`config.mk`:
```
export PLATFORM = sky130hd
export DESIGN_NAME = fnv_lane_mix
export DESIGN_NICKNAME = d
export VERILOG_FILES = /design/src/rtl/fnv_lane_mix.sv
export SDC_FILE = /design/constraint.sdc
export NUM_CORES = 2
export LEC_CHECK = 0
export CAP_MARGIN = 20
export CORE_MARGIN = 2
export CORE_UTILIZATION = 65
export DETAILED_ROUTE_END_ITERATION = 8
export GPL_ROUTABILITY_DRIVEN = 0
export PLACE_DENSITY = 0.87
export SLEW_MARGIN = 0
export SYNTH_ARGS = -nofsm -noshare
export SYNTH_HDL_FRONTEND = slang
export SYNTH_SLANG_ARGS = --single-unit
```
`constraint.sdc`:
```
create_clock -name clk -period 15.9 [get_ports clk]
set_input_delay 3.18 -clock clk [delete_from_list [all_inputs] [get_ports clk]]
set_output_delay 3.18 -clock clk [all_outputs]
set_load 0.005 [all_outputs]
```
`src/rtl/fnv_lane_mix.sv`:
```
// FNV lane mixer: lanewise FNV-1 / FNV-1a multiply-xor over LANES words, or a
// sequential fold of all lanes into one W-bit digest, behind a valid/ready handshake.
module fnv_lane_mix #(
  parameter int             LANES     = 4,
  parameter int             W         = 32,
  parameter logic [W-1:0]   FNV_PRIME = 32'h01000193
) (
  input  logic               clk,
  input  logic               rst,
  input  logic               in_valid,
  output logic               in_ready,
  input  logic [1:0]         mode,
  input  logic [LANES*W-1:0] a,
  input  logic [LANES*W-1:0] b,
  output logic               out_valid,
  input  logic               out_ready,
  output logic [LANES*W-1:0] c,
  output logic [W-1:0]       digest,
  output logic               out_err
);

  localparam int            KW     = $clog2(LANES) + 1;
  localparam logic [KW-1:0] LAST_K = KW'(LANES - 1);

  typedef enum logic [1:0] {
    S_IDLE = 2'd0,
    S_FOLD = 2'd1,
    S_DONE = 2'd2
  } state_t;

  state_t               state_q, state_d;
  logic [LANES*W-1:0]   c_q, c_d;
  logic [W-1:0]         digest_q, digest_d;
  logic                 err_q, err_d;
  logic [W-1:0]         acc_q, acc_d;
  logic [KW-1:0]        k_q, k_d;
  logic [LANES*W-1:0]   fold_a_q, fold_a_d;

  logic [LANES*W-1:0]   lane_fnv1;
  logic [LANES*W-1:0]   lane_fnv1a;
  logic [W-1:0]         fold_next;
  logic                 accept;

  // Product is evaluated in a W-bit context, so bits above W-1 wrap away.
  function automatic logic [W-1:0] fnv_mul(input logic [W-1:0] x);
    logic [W-1:0] p;
    p = x * FNV_PRIME;
    return p;
  endfunction

  always_comb begin
    lane_fnv1  = '0;
    lane_fnv1a = '0;
    for (int i = 0; i < LANES; i++) begin
      lane_fnv1[i*W +: W]  = fnv_mul(a[i*W +: W]) ^ b[i*W +: W];
      lane_fnv1a[i*W +: W] = fnv_mul(a[i*W +: W] ^ b[i*W +: W]);
    end
  end

  assign fold_next = fnv_mul(acc_q) ^ fold_a_q[int'(k_q)*W +: W];

  assign in_ready  = (state_q == S_IDLE) || ((state_q == S_DONE) && out_ready);
  assign accept    = in_valid && in_ready;

  always_comb begin
    state_d  = state_q;
    c_d      = c_q;
    digest_d = digest_q;
    err_d    = err_q;
    acc_d    = acc_q;
    k_d      = k_q;
    fold_a_d = fold_a_q;

    case (state_q)
      S_IDLE, S_DONE: begin
        if (accept) begin
          // A new request overwrites the retiring result in the same edge.
          case (mode)
            2'd0: begin
              c_d      = lane_fnv1;
              digest_d = '0;
              err_d    = 1'b0;
              state_d  = S_DONE;
            end
            2'd1: begin
              c_d      = lane_fnv1a;
              digest_d = '0;
              err_d    = 1'b0;
              state_d  = S_DONE;
            end
            2'd2: begin
              c_d      = '0;
              digest_d = '0;
              err_d    = 1'b0;
              acc_d    = a[W-1:0];
              fold_a_d = a;
              k_d      = KW'(1);
              state_d  = S_FOLD;
            end
            default: begin
              c_d      = '0;
              digest_d = '0;
              err_d    = 1'b1;
              state_d  = S_DONE;
            end
          endcase
        end else if ((state_q == S_DONE) && out_ready) begin
          state_d = S_IDLE;
        end
      end
      S_FOLD: begin
        acc_d = fold_next;
        if (k_q == LAST_K) begin
          digest_d = fold_next;
          c_d      = '0;
          state_d  = S_DONE;
        end else begin
          k_d = k_q + 1'b1;
        end
      end
      default: state_d = S_IDLE;
    endcase
  end

  always_ff @(posedge clk) begin
    if (rst) begin
      state_q  <= S_IDLE;
      c_q      <= '0;
      digest_q <= '0;
      err_q    <= 1'b0;
      acc_q    <= '0;
      k_q      <= '0;
      fold_a_q <= '0;
    end else begin
      state_q  <= state_d;
      c_q      <= c_d;
      digest_q <= digest_d;
      err_q    <= err_d;
      acc_q    <= acc_d;
      k_q      <= k_d;
      fold_a_q <= fold_a_d;
    end
  end

  assign out_valid = (state_q == S_DONE);
  assign c         = c_q;
  assign digest    = digest_q;
  assign out_err   = err_q;

endmodule

```
==> out/metrics.sh <==
CTS-BUFFERS-INSERTED=41
RESIDUAL_DRC_COUNT=0
GRT.MET1_USAGE_PCT=47.1
TIMING.FINAL.WS_SETUP_NS=6.29
CTS_ROOT_BUFFER='sky130_fd_sc_hd__clkbuf_16'
GRT_PASS1_WL_MM=325
CLOCKBUFFERDEPTH=3
DRIVE_GT1_SHARE_PCT=2.54
DP_SLACK_NS=5.91
SYNTH_LARGEST_TYPE_AREA_FRACTION_PCT=31.2
POST_SYNTH_MOST_FREQUENT_CELLS='sky130_fd_sc_hd__ha_1, sky130_fd_sc_hd__inv_1, sky130_fd_sc_hd__fa_1'
DP.CELLS=8813
GLOBAL_ROUTE_USAGE_OVER_ALL_LAYERS_PCT=41.3
CTS_HOLD_BUF=0
NUMBER_OF_MAX_SLEW_VIOLATIONS_IN_THE_FINAL_REPORT=0
SYNTH-WARNING-COUNT=0
WORSTHOLDSTART='fold_a_q[81]'
FINALCRITPERIODSHARE_PCT=60.4
FLOORPLAN.INITIALDENSITY_PCT=65.3
REPORT.FINAL.HOLD_VIOL_COUNT=0
R2R_SLACK_NS=9.47
MIN-DELAY-PATH-CLASS='reg2reg'
R2R_CELLS=22
SYNTH-MAIN-FF-CELL='sky130_fd_sc_hd__dfxtp_1'
WL_PER_CELL_UM=23.8
MAX_CLOCK_FREQ_MHz=104
ASYNC_S_R_FF_SHARE_SYNTH_PCT=0
SYNTHDOMINANTAREACELLTYPE='sky130_fd_sc_hd__ha_1'
SYNTH_EDF_COUNT=0
LAYOUT.CORE_UTILIZATION_PCT=72.6
IO_PINS=425
CRIT_REQUIRED_NS=16.39
ANTENNA_VIOLATING_NETS_POST_ROUTE=0
CTS.CLK_SLEW.WORST_PATHS_NS=0.07
SYN-NUM-NETS=9745
AREA_DELTA_SYNTH_FINAL_PCT=11.1
GRT-BUSIEST-LAYER='met2'
SETUP_REPAIR_AFTER_GLOBAL_ROUTING_MISSED_ITS_MARGIN='no'
INITIAL_ANTENNA_VIOLATION_COUNT=27
FINAL.MIN_CLOCK_PERIOD_NS=9.61
COREAREA_UM2=99600
GLOBALROUTEMET2UTIL_PCT=64.4
SKEW_NS=0.0222
CTS_NUM_SINKS=326
REG2REG_TO='acc_q[28]'
WORSTPATHMAXFANOUT=8
FLOORPLAN.ROWS=116
DRT_WL_TOTAL_MM=212
YS_TOP_CELLS_BY_AREA='sky130_fd_sc_hd__ha_1, sky130_fd_sc_hd__fa_1, sky130_fd_sc_hd__dfxtp_1'
SETUP.WORST_PATH.START_CLASS='input pin'
TOTALNEGATIVESETUPSLACK_NS=0
GLOBALROUTEMET3UTIL_PCT=12.2
CLKLATENCYLATEPIN_NS=0.63
FIRST_ITER_VIOLATIONS=5113
DIE_AREA_UM2=103000
SYNTHCELLS=7197
TIMING.CRITICAL_PATH.ARRIVAL_NS=10.10
PORTBUFFERS=424
SLEW_HEADROOM_PCT=23.1
SYN-CELL-AREA_UM2=65000
OUTCOME='finished, final reports clean'
GRT_OVERFLOW_TOTAL=0
TRITONCTS='done'
MAX-CAP-VIOLATIONS=0
FINAL_CELL_COUNT_NO_FILL=8908
CTS.HTREE.LEVELS=2
VERTICAL_DIE_DIMENSION_UM=320
HPWL_MM=174
SETUP_VIOLATIONS_FINAL=0
CTS-RESIZED-GATES=0
SETUP.WORST_PATH.CLASS='in2reg'
FINAL_NETS=10100
GRT_START_MAX_NET_PINS=209
END_KIND='register'
POSTCTSSETUPREPAIRBUFS=0
SYN_AVG_CELL_AREA_UM2=9.03
ROUTE.DETAILED.VIAS_PER_INST=6.20
WORSTREG2REGSTART='acc_q[5]'
UNIQUE_CELL_TYPE_COUNT_IN_THE_YOSYS_NETLIST=88
YOSYSMOSTFREQUENTCELL='sky130_fd_sc_hd__ha_1'
DIE_WIDTH_UM=320
FIRST_GLOBAL_VIAS=58200
TOTAL_OF_FLIP_FLOPS_PLUS_LATCHES_AFTER_SYNTHESIS=326
DETAILEDROUTE.FIRSTPASSITERATIONCOUNT=6
WORST_HOLD_PATH.NUM_CELLS=2
SYNTH-SEQ-AREA-SHARE_PCT=10.0
TIGHTEST_SLEW_NS=1.15
NUM_VIAS=55200
WORSTHOLDENDPOINT='fold_a_q[81]'
-- state kept, by name (all words and copies together) (netlist names) --
signal / flops
acc_q: 32
c: 128
digest: 32
fold_a_q: 128
k_q: 3
out_err: 1
state_q: 2
-- critical path: stages --
cell,delay [ns]
sky130_fd_sc_hd__clkdlybuf4s50_1,0.81
sky130_fd_sc_hd__xnor2_1,0.71
sky130_fd_sc_hd__inv_1,0.26
sky130_fd_sc_hd__ha_1,0.36
sky130_fd_sc_hd__ha_1,0.31
sky130_fd_sc_hd__fa_1,0.45
sky130_fd_sc_hd__ha_1,0.23
sky130_fd_sc_hd__fa_1,0.44
sky130_fd_sc_hd__ha_1,0.28
sky130_fd_sc_hd__inv_1,0.04
sky130_fd_sc_hd__fa_1,0.49
sky130_fd_sc_hd__inv_1,0.05
sky130_fd_sc_hd__ha_1,0.38
sky130_fd_sc_hd__a21oi_1,0.12
sky130_fd_sc_hd__o211a_1,0.25
sky130_fd_sc_hd__a21oi_1,0.19
sky130_fd_sc_hd__a21oi_1,0.11
sky130_fd_sc_hd__a31oi_1,0.45
sky130_fd_sc_hd__a22o_1,0.34
sky130_fd_sc_hd__mux2i_1,0.21
sky130_fd_sc_hd__o311ai_0,0.14
sky130_fd_sc_hd__a22oi_1,0.17
sky130_fd_sc_hd__o21ai_0,0.10
-- cell type report --
class	count	area (µm²)
multi-input cells	5171	52100
fillers	6623	27300
flip-flops and latches	326	6530
inverters	1558	5850
repair buffers	463	4600
well taps	1298	1620
clock buffers	50	1120
clock inverters	24	335
diodes	18	45.0
-- how the worst max path moves through the flow --
stage	from	endpoint	slack (ns)	depth (start not counted)
final	a[103]	c[125]	6.29	23
after global routing	a[7]	c[21]	6.19	23
after CTS	a[103]	c[125]	6.55	23
after detailed placement	a[103]	c[125]	5.91	23
after global placement	a[7]	c[21]	6.16	23
after floorplan	a[71]	c[93]	7.29	22
-- cells in the final DEF (no fill, tap or decap), drive strengths merged, types with 102 or more instances in the layout --
cell type      count
inv             1562
nand2            511
fa               666
a21oi            390
o21ai            174
xnor2            492
xor2             208
clkdlybuf4s50    422
nor2             292
dfxtp            326
a21o             102
ha              1620
-- stage by stage --
step,cell area [µm²],hold slack [ns]
6_report,72200,0.455
5_1_grt,72200,0.474
4_1_cts,72100,0.457
3_5_place_dp,70700,0.447
3_3_place_gp,70700,0.438
2_1_floorplan,65000,0.433
-- kinds of logic (layout without fill, tap and decap cells) --
logic type,Yosys count,after routing,synth area share (%)
AOI/OAI and AO/OA,1064,1064,10.5
and+or+nand+nor,1074,1074,7.20
adders and majority gates,2286,2286,51.7
DFF,326,326,10.0
xor gates and xnor gates,700,700,9.43
other,0,18,0
muxes,47,47,1.34
buffers and inverters,1700,2095,9.85
-- layer usage --
layer	vias up	routed length (µm)
li1	24300	-
met5	-	177
met2	3330	93200
met1	26300	73400
met3	1210	25100
met4	28	20500
Power is left out: the tool's default activity adds up to more than one toggle a clock period on the data nets, which glitch-free logic cannot reach.
